$ cat src/rtl/i2s_stereo_transmitter_if.sv
// Sample-pair stream into the I2S transmitter holding buffer.
// A pair transfers on the clock edge where s_valid && s_ready; the producer
// holds data stable while s_valid is high, and s_ready never depends on s_valid.
interface i2s_stereo_transmitter_if #(
  parameter int SAMPLE_WIDTH = 24
);
  logic [SAMPLE_WIDTH-1:0] s_data_left;
  logic [SAMPLE_WIDTH-1:0] s_data_right;
  logic                    s_valid;
  logic                    s_ready;

  modport master (
    output s_data_left,
    output s_data_right,
    output s_valid,
    input  s_ready
  );

  modport slave (
    input  s_data_left,
    input  s_data_right,
    input  s_valid,
    output s_ready
  );
endinterface

$ cat src/rtl/i2s_stereo_transmitter.sv
// Stereo I2S / left-justified serialiser clocked by the bit clock, with a
// one-pair holding buffer, mute and underrun (zero or repeat) handling.
module i2s_stereo_transmitter #(
  parameter  int SAMPLE_WIDTH    = 24,
  parameter  int SLOT_WIDTH      = 32,
  parameter  int JUSTIFY         = 0,
  parameter  int UNDERRUN_REPEAT = 0,
  localparam int CW              = $clog2(2 * SLOT_WIDTH)
) (
  input  logic          serial_clk,
  input  logic          reset,
  i2s_stereo_transmitter_if.slave s_if,
  input  logic          mute,
  output logic          word_select,
  output logic          sound_bit_out,
  output logic [CW-1:0] bit_counter,
  output logic          underrun
);

  localparam logic [CW-1:0] LAST = CW'(2 * SLOT_WIDTH - 1);
  localparam logic [CW-1:0] SLOT = CW'(SLOT_WIDTH);

  logic [CW-1:0]           cnt_q, cnt_d;
  logic                    buf_full_q, buf_full_d;
  logic [SAMPLE_WIDTH-1:0] buf_l_q, buf_l_d, buf_r_q, buf_r_d;
  logic [SAMPLE_WIDTH-1:0] frm_l_q, frm_l_d, frm_r_q, frm_r_d;
  logic                    mute_q, mute_d;
  logic                    ws_q, ws_d;
  logic                    sdo_q, sdo_d;
  logic                    und_q, und_d;
  logic [CW-1:0]           ws_pos;
  logic                    load;
  logic                    hs;

  function automatic logic slot_of(input logic [CW-1:0] c);
    return c >= SLOT;
  endfunction

  function automatic logic data_bit(input logic [CW-1:0] c,
                                    input logic [SAMPLE_WIDTH-1:0] l,
                                    input logic [SAMPLE_WIDTH-1:0] r,
                                    input logic m);
    int p;
    logic [SAMPLE_WIDTH-1:0] s;
    logic [SAMPLE_WIDTH-1:0] sh;
    if (c < SLOT) begin
      p = int'(c);
      s = l;
    end else begin
      p = int'(c) - SLOT_WIDTH;
      s = r;
    end
    if (m || p >= SAMPLE_WIDTH) return 1'b0;
    sh = s << p;
    return sh[SAMPLE_WIDTH-1];
  endfunction

  assign load          = (cnt_q == LAST);
  assign s_if.s_ready  = !buf_full_q || load;
  assign hs            = s_if.s_valid && s_if.s_ready;

  always_comb begin
    cnt_d      = load ? '0 : cnt_q + CW'(1);
    buf_full_d = buf_full_q;
    buf_l_d    = buf_l_q;
    buf_r_d    = buf_r_q;
    frm_l_d    = frm_l_q;
    frm_r_d    = frm_r_q;
    mute_d     = mute_q;
    und_d      = 1'b0;

    if (hs) begin
      buf_l_d    = s_if.s_data_left;
      buf_r_d    = s_if.s_data_right;
      buf_full_d = 1'b1;
    end else if (load) begin
      buf_full_d = 1'b0;
    end

    // Frame boundary: the buffered pair (or underrun fill) becomes the next frame.
    if (load) begin
      mute_d = mute;
      if (buf_full_q) begin
        frm_l_d = buf_l_q;
        frm_r_d = buf_r_q;
      end else begin
        und_d = 1'b1;
        if (UNDERRUN_REPEAT == 0) begin
          frm_l_d = '0;
          frm_r_d = '0;
        end
      end
    end

    // In I2S mode word_select announces the slot one bit ahead of the MSB.
    ws_pos = (cnt_d == LAST) ? '0 : cnt_d + CW'(1);
    ws_d   = (JUSTIFY != 0) ? slot_of(cnt_d) : slot_of(ws_pos);
    sdo_d  = data_bit(cnt_d, frm_l_d, frm_r_d, mute_d);
  end

  always_ff @(posedge serial_clk or negedge reset) begin
    if (!reset) begin
      cnt_q      <= '0;
      buf_full_q <= 1'b0;
      buf_l_q    <= '0;
      buf_r_q    <= '0;
      frm_l_q    <= '0;
      frm_r_q    <= '0;
      mute_q     <= 1'b0;
      ws_q       <= 1'b0;
      sdo_q      <= 1'b0;
      und_q      <= 1'b0;
    end else begin
      cnt_q      <= cnt_d;
      buf_full_q <= buf_full_d;
      buf_l_q    <= buf_l_d;
      buf_r_q    <= buf_r_d;
      frm_l_q    <= frm_l_d;
      frm_r_q    <= frm_r_d;
      mute_q     <= mute_d;
      ws_q       <= ws_d;
      sdo_q      <= sdo_d;
      und_q      <= und_d;
    end
  end

  assign bit_counter   = cnt_q;
  assign word_select   = ws_q;
  assign sound_bit_out = sdo_q;
  assign underrun      = und_q;

endmodule

$ cat src/flat_wrapper.sv
// flat-port wrapper written by rule: the top's interface ports become plain ports
module i2s_stereo_transmitter_flat 
#(
  parameter  int SAMPLE_WIDTH    = 24,
  parameter  int SLOT_WIDTH      = 32,
  parameter  int JUSTIFY         = 0,
  parameter  int UNDERRUN_REPEAT = 0,
  localparam int CW              = $clog2(2 * SLOT_WIDTH)
)
  (serial_clk, reset, mute, word_select, sound_bit_out, bit_counter, underrun, s_if_s_data_left, s_if_s_data_right, s_if_s_valid, s_if_s_ready);
  i2s_stereo_transmitter_if #(.SAMPLE_WIDTH(SAMPLE_WIDTH)) s_if_i ();
  input  logic serial_clk;
  input  logic reset;
  input  logic mute;
  output logic word_select;
  output logic sound_bit_out;
  output logic [CW-1:0] bit_counter;
  output logic underrun;
  input wire logic [$bits(s_if_i.s_data_left)-1:0] s_if_s_data_left;
  input wire logic [$bits(s_if_i.s_data_right)-1:0] s_if_s_data_right;
  input wire logic [$bits(s_if_i.s_valid)-1:0] s_if_s_valid;
  output wire logic [$bits(s_if_i.s_ready)-1:0] s_if_s_ready;
  assign s_if_i.s_data_left = s_if_s_data_left;
  assign s_if_i.s_data_right = s_if_s_data_right;
  assign s_if_i.s_valid = s_if_s_valid;
  assign s_if_s_ready = s_if_i.s_ready;
  i2s_stereo_transmitter #(.SAMPLE_WIDTH(SAMPLE_WIDTH), .SLOT_WIDTH(SLOT_WIDTH), .JUSTIFY(JUSTIFY), .UNDERRUN_REPEAT(UNDERRUN_REPEAT)) u_core (.serial_clk(serial_clk), .reset(reset), .s_if(s_if_i), .mute(mute), .word_select(word_select), .sound_bit_out(sound_bit_out), .bit_counter(bit_counter), .underrun(underrun));
endmodule
$ cat config.mk
export PLATFORM = sky130hd
export DESIGN_NAME = i2s_stereo_transmitter_flat
export DESIGN_NICKNAME = d
export VERILOG_FILES = /design/src/rtl/i2s_stereo_transmitter_if.sv /design/src/rtl/i2s_stereo_transmitter.sv /design/src/flat_wrapper.sv
export SDC_FILE = /design/constraint.sdc
export NUM_CORES = 1
export LEC_CHECK = 0
export CAP_MARGIN = 20
export CORE_MARGIN = 3
export CORE_UTILIZATION = 45
export CTS_BUF_LIST = sky130_fd_sc_hd__clkbuf_4 sky130_fd_sc_hd__clkbuf_8 sky130_fd_sc_hd__clkbuf_16
export DETAILED_ROUTE_END_ITERATION = 7
export PLACE_DENSITY = 0.7
export SLEW_MARGIN = 20
export SYNTH_ARGS = -nofsm -noshare
export SYNTH_HDL_FRONTEND = slang
export SYNTH_SLANG_ARGS = --single-unit
$ cat constraint.sdc
create_clock -name serial_clk -period 2.5 [get_ports serial_clk]
set_clock_uncertainty 0.05 [all_clocks]
set_input_delay 0.625 -clock serial_clk [delete_from_list [all_inputs] [get_ports serial_clk]]
set_output_delay 0.625 -clock serial_clk [all_outputs]
set_load 0.1 [all_outputs]
==> impl_summary.txt <==
----------------------------------------------------
[Drt]
  Via density ... 5.546
  DRC violation total after the first TritonRoute iteration ... 212
  WL final ... 11.28 mm
  DRC errors left ... 0
  Number of nets with antenna violations after detailed routing ... 0
  Total via count in the routed design ... 3588
  Length of the first detailed-routing pass in iterations ... 4
  WL per Instance ... 17.43 um

[GRT]
  Via count of the first global-routing pass ... 3601
  Initial antenna violation count ... 0
  All-layer global routing usage ... 19.57%
  Residual overflow from global routing ... 0
  Wire length of the first global-routing pass ... 18.13 mm
  Maximum number of pins on one net before global-route repair ... 79

[Floorplan]
  Std-Cell Core Area ... 0.01032 mm2
  Initial cell density of the core ... 46.47%
  Height of the die ... 109.3 um
  Die span in x ... 109.3 um
  Row cnt ... 37
  Die area ... 0.01194 mm2
  Boundary Pins ... 62

[Critical path]
  Worst Path Class, Setup ... flop to flop
  Setup crit end kind ... flop
  Required time of the critical path ... 2710 ps
  Maximum fanout encountered on the critical timing path ... 6
  Type of element launching the critical path ... flop
  Critical-path cell with the highest stage delay ... sky130_fd_sc_hd__dfrtp_4
  Critical path, cell by cell ... ha_4 > a21oi_2 > o21a_1 > nor2_4 > clkinvlp_4 > mux2_2 > mux4_2 > o211ai_1 > o211ai_1
  CP arrival ... 2750 ps
  CP dominant cell by count ... sky130_fd_sc_hd__o211ai_1
  Max stage delay on crit path ... 510 ps

[Yosys]
  Main combinational cell family by area after synthesis ... multiplexers
  Fraction of the mapped netlist area in compound gates ... 13.72%
  Share of synthesized area occupied by flip-flops and latches ... 55.82%
  EDFF count, synth ... 0
  Synthesized instance count ... 432
  Average cell area after synthesis ... 11.10 um2
  Adder and majority cell fraction of the synthesized area ... 0.5216%
  Number of distinct library cell variants in the gate-level netlist after synthesis ... 46
  Most area-hungry cell type in the Yosys netlist ... sky130_fd_sc_hd__dfrtp_1
  Number of register bits inferred by synthesis ... 107
  Top-count cell post-synth ... sky130_fd_sc_hd__dfrtp_1
  Multiplexer share of the synthesized area ... 16.12%
  Number of nets in the synthesized netlist ... 486
  Async set-reset flop share out of synthesis ... 100.0%
  Yosys synthesis warning count ... 0
  Netlist area before placement ... 0.004797 mm2
  Leading register cell type out of synthesis ... sky130_fd_sc_hd__dfrtp_1
  Xor-xnor portion of the synthesized cell area ... 0.7303%
  Top cells by area in the synthesized netlist ... sky130_fd_sc_hd__dfrtp_1 (56%), sky130_fd_sc_hd__mux2_2 (13%), sky130_fd_sc_hd__o21ai_0 (8.1%)
  Area fraction of the dominant cell type after synthesis ... 55.82%
  Simple-gate share of the synthesized area ... 9.598%
  Most used standard cells in the synthesized netlist ... sky130_fd_sc_hd__dfrtp_1 (107), sky130_fd_sc_hd__o21ai_0 (78), sky130_fd_sc_hd__nand2_1 (62)

[CTS]
  H-Tree Level Count ... 3
  Buffers from clock root to sink, at most ... 2
  Later-pin clock latency in the skew report ... 370 ps
  Clock-pin slew on the worst setup and hold paths ... 100 ps
  Inserted Clock Buffers ... 9
  TritonCTS clock tree ... yes
  Clock Sinks ... 107
  CTS Root Cell ... sky130_fd_sc_hd__clkbuf_8
  Hold bufs inserted after CTS ... 0

[Layout]
  Layout Utilization ... 59.29%
  # diodes ... 0
  Final cell count without fillers ... 647
  Signed area change from the synthesized netlist to the final layout ... 27.60%
  Count of nets after finishing ... 560
  Layout cell share with drive strength beyond 1 ... 27.01%
  Area of all placed cells without fillers ... 0.006121 mm2

[Power and ir drop]
  Total net switching power ... 0.6281 mW
  Clk network pwr share ... 39.6%
  Reported leakage power ... 2.808 nW
  Relative contribution of combinational cells to total power ... 3.9%
  Switching part of the total power ... 20.51%
  Relative contribution of sequential cells to total power ... 56.5%
  Worst IR drop on VDD ... 251.4 uV
  Design internal power ... 2.434 mW
  Power per cell area ... 500.2 mW/mm2

[Place]
  Quantity of I/O buffers inserted on ports ... 61
  Global placement routability congestion ... 0.8447
  Number of placed instances with taps included ... 623
  HPWL after detailed placement ... 7.436 mm
  Setup Slack @ Placement ... -85.51 ps
  Placed inst area ... 0.005733 mm2

[STA]
  Max Slew Vio Count ... 0
  Final Cycle Share ... 101.6%
  Maximum achievable frequency ... 393.7 MHz
  Worst Slack Setup Final ... -39.81 ps
  Final setup violation count ... 1
  Number of endpoints with negative hold slack in the final report ... 0
  Setup repair after global routing missed its margin ... yes
  Normalized max-slew margin ... 71.46%
  Worst hold slack ... 130.9 ps
  Measured slew at the worst slew-check pin ... 422.6 ps
  Min Tclk post-route ... 2540 ps

[Outcome]
  Run status ... complete, but fails checks
  Violations in the final reports ... negative setup slack

[Job]
  Max-cap viol count ... 0

[Hold path]
  Worst hold path class ... input port to asynchronous set/reset pin

----------------------------------------------------
-- cell families (layout without fill, tap and decap cells) --
family / after synthesis / after routing
buffers and inverters: 41 / 120
XOR/XNOR: 4 / 4
flip-flops: 107 / 107
AND/OR/NAND/NOR: 101 / 101
adder cells (fa/ha/maj): 2 / 2
multiplexers: 64 / 64
AO/OA/AOI/OAI: 113 / 113
-- critical path: cells and delay by family, from the launching register on --
family / cells / cell delay [ps]
multiplexers: 2 / 810
flip-flops: 1 / 510
AO/OA/AOI/OAI: 4 / 660
AND/OR/NAND/NOR: 1 / 70
buffers and inverters: 1 / 140
adder cells (fa/ha/maj): 1 / 190
-- placed cells by master (no fill, tap or decap), types with 2 or more instances in the layout --
cell / Yosys / final
sky130_fd_sc_hd__a21o_1: 4 / 4
sky130_fd_sc_hd__a21oi_1: 3 / 2
sky130_fd_sc_hd__a221o_1: 3 / 3
sky130_fd_sc_hd__and2_1: 2 / 2
sky130_fd_sc_hd__buf_12: 0 / 8
sky130_fd_sc_hd__buf_4: 0 / 31
sky130_fd_sc_hd__bufinv_16: 0 / 2
sky130_fd_sc_hd__clkbuf_8: 0 / 11
sky130_fd_sc_hd__clkdlybuf4s50_1: 0 / 50
sky130_fd_sc_hd__clkinvlp_4: 0 / 2
sky130_fd_sc_hd__dfrtp_1: 107 / 101
sky130_fd_sc_hd__dfrtp_4: 0 / 5
sky130_fd_sc_hd__inv_1: 9 / 9
sky130_fd_sc_hd__mux2_2: 55 / 54
sky130_fd_sc_hd__mux2i_1: 3 / 3
sky130_fd_sc_hd__mux4_2: 5 / 5
sky130_fd_sc_hd__nand2_1: 62 / 58
sky130_fd_sc_hd__nand2_2: 0 / 2
sky130_fd_sc_hd__nand3_1: 4 / 4
sky130_fd_sc_hd__nand4_1: 10 / 10
sky130_fd_sc_hd__nor2_1: 8 / 7
sky130_fd_sc_hd__nor3_1: 5 / 4
sky130_fd_sc_hd__o211ai_1: 12 / 12
sky130_fd_sc_hd__o21ai_0: 78 / 76
sky130_fd_sc_hd__o21ai_1: 2 / 4
sky130_fd_sc_hd__o311ai_0: 3 / 3
sky130_fd_sc_hd__xor2_1: 3 / 3
-- path summary, 6_finish.rpt --
kind / start / end / slack (ps) / cells after the start
min reg2reg: u_core.frm_l_q[17]$_DFF_PN0_ / u_core.frm_l_q[17]$_DFF_PN0_ / 430 / 2
max: u_core.bit_counter[0]$_DFF_PN0_ / u_core.sound_bit_out$_DFF_PN0_ / -40 / 9
min in group serial_clk: u_core.frm_l_q[17]$_DFF_PN0_ / u_core.frm_l_q[17]$_DFF_PN0_ / 430 / 2
max in group asynchronous: reset / u_core.bit_counter[1]$_DFF_PN0_ / 1500 / 2
max reg2reg: u_core.bit_counter[0]$_DFF_PN0_ / u_core.sound_bit_out$_DFF_PN0_ / -40 / 9
min: reset / u_core.buf_r_q[21]$_DFFE_PN0P_ / 130 / 1
-- flip-flops by register name, summed over array words and instances, names as in the netlist --
signal and count:
u_core.buf_l_q 24, u_core.word_select 1, u_core.buf_full_q 1, u_core.buf_r_q 24, u_core.frm_r_q 24, u_core.underrun 1, u_core.mute_q 1, u_core.frm_l_q 24
u_core.sound_bit_out 1, u_core.bit_counter 6
-- stage by stage --
stage,setup TNS (ps),power (mW)
2_1_floorplan,-174.4,1.768
4_1_cts,-14.81,3.079
5_1_grt,-162.5,3.169
3_3_place_gp,-34.59,1.886
3_5_place_dp,-85.51,1.888
6_report,-39.81,3.062
-- routing by layer --
| layer | wire (um) | track usage (%) |
|---|---|---|
| met5 | 0 | 0 |
| met4 | 172 | 6.055 |
| met3 | 552 | 3.730 |
| met2 | 5341 | 30.26 |
| met1 | 5208 | 28.05 |
-- power by group through the flow --
stage	Combinational, mW	Clock [mW]	Sequential [mW]
2_1_floorplan	0.00314	0	1.77
5_1_grt	0.132	1.31	1.73
4_1_cts	0.124	1.22	1.73
3_3_place_gp	0.121	0	1.77
6_report	0.120	1.21	1.73
3_5_place_dp	0.124	0	1.76
-- timing repair --
item                                    in CTS  in global routing
buffers inserted                             3                  2
cloned                                       2                  1
resized for setup                            2                  5
endpoints found under the setup margin       2                  2
pin swaps                                    4                  3
-- area by class of cell --
cell class | instances | area, um2
Fill cell | 831 | 4203
Sequential cell | 107 | 2698
Multi-Input combinational cell | 284 | 2008
Timing Repair Buffer | 92 | 962.2
Tap cell | 136 | 170.2
Clock buffer | 12 | 158.9
Clock inverter | 4 | 72.57
Inverter | 11 | 43.79
Timing Repair inverter | 1 | 7.507
(Power assumes the default switching activity.)
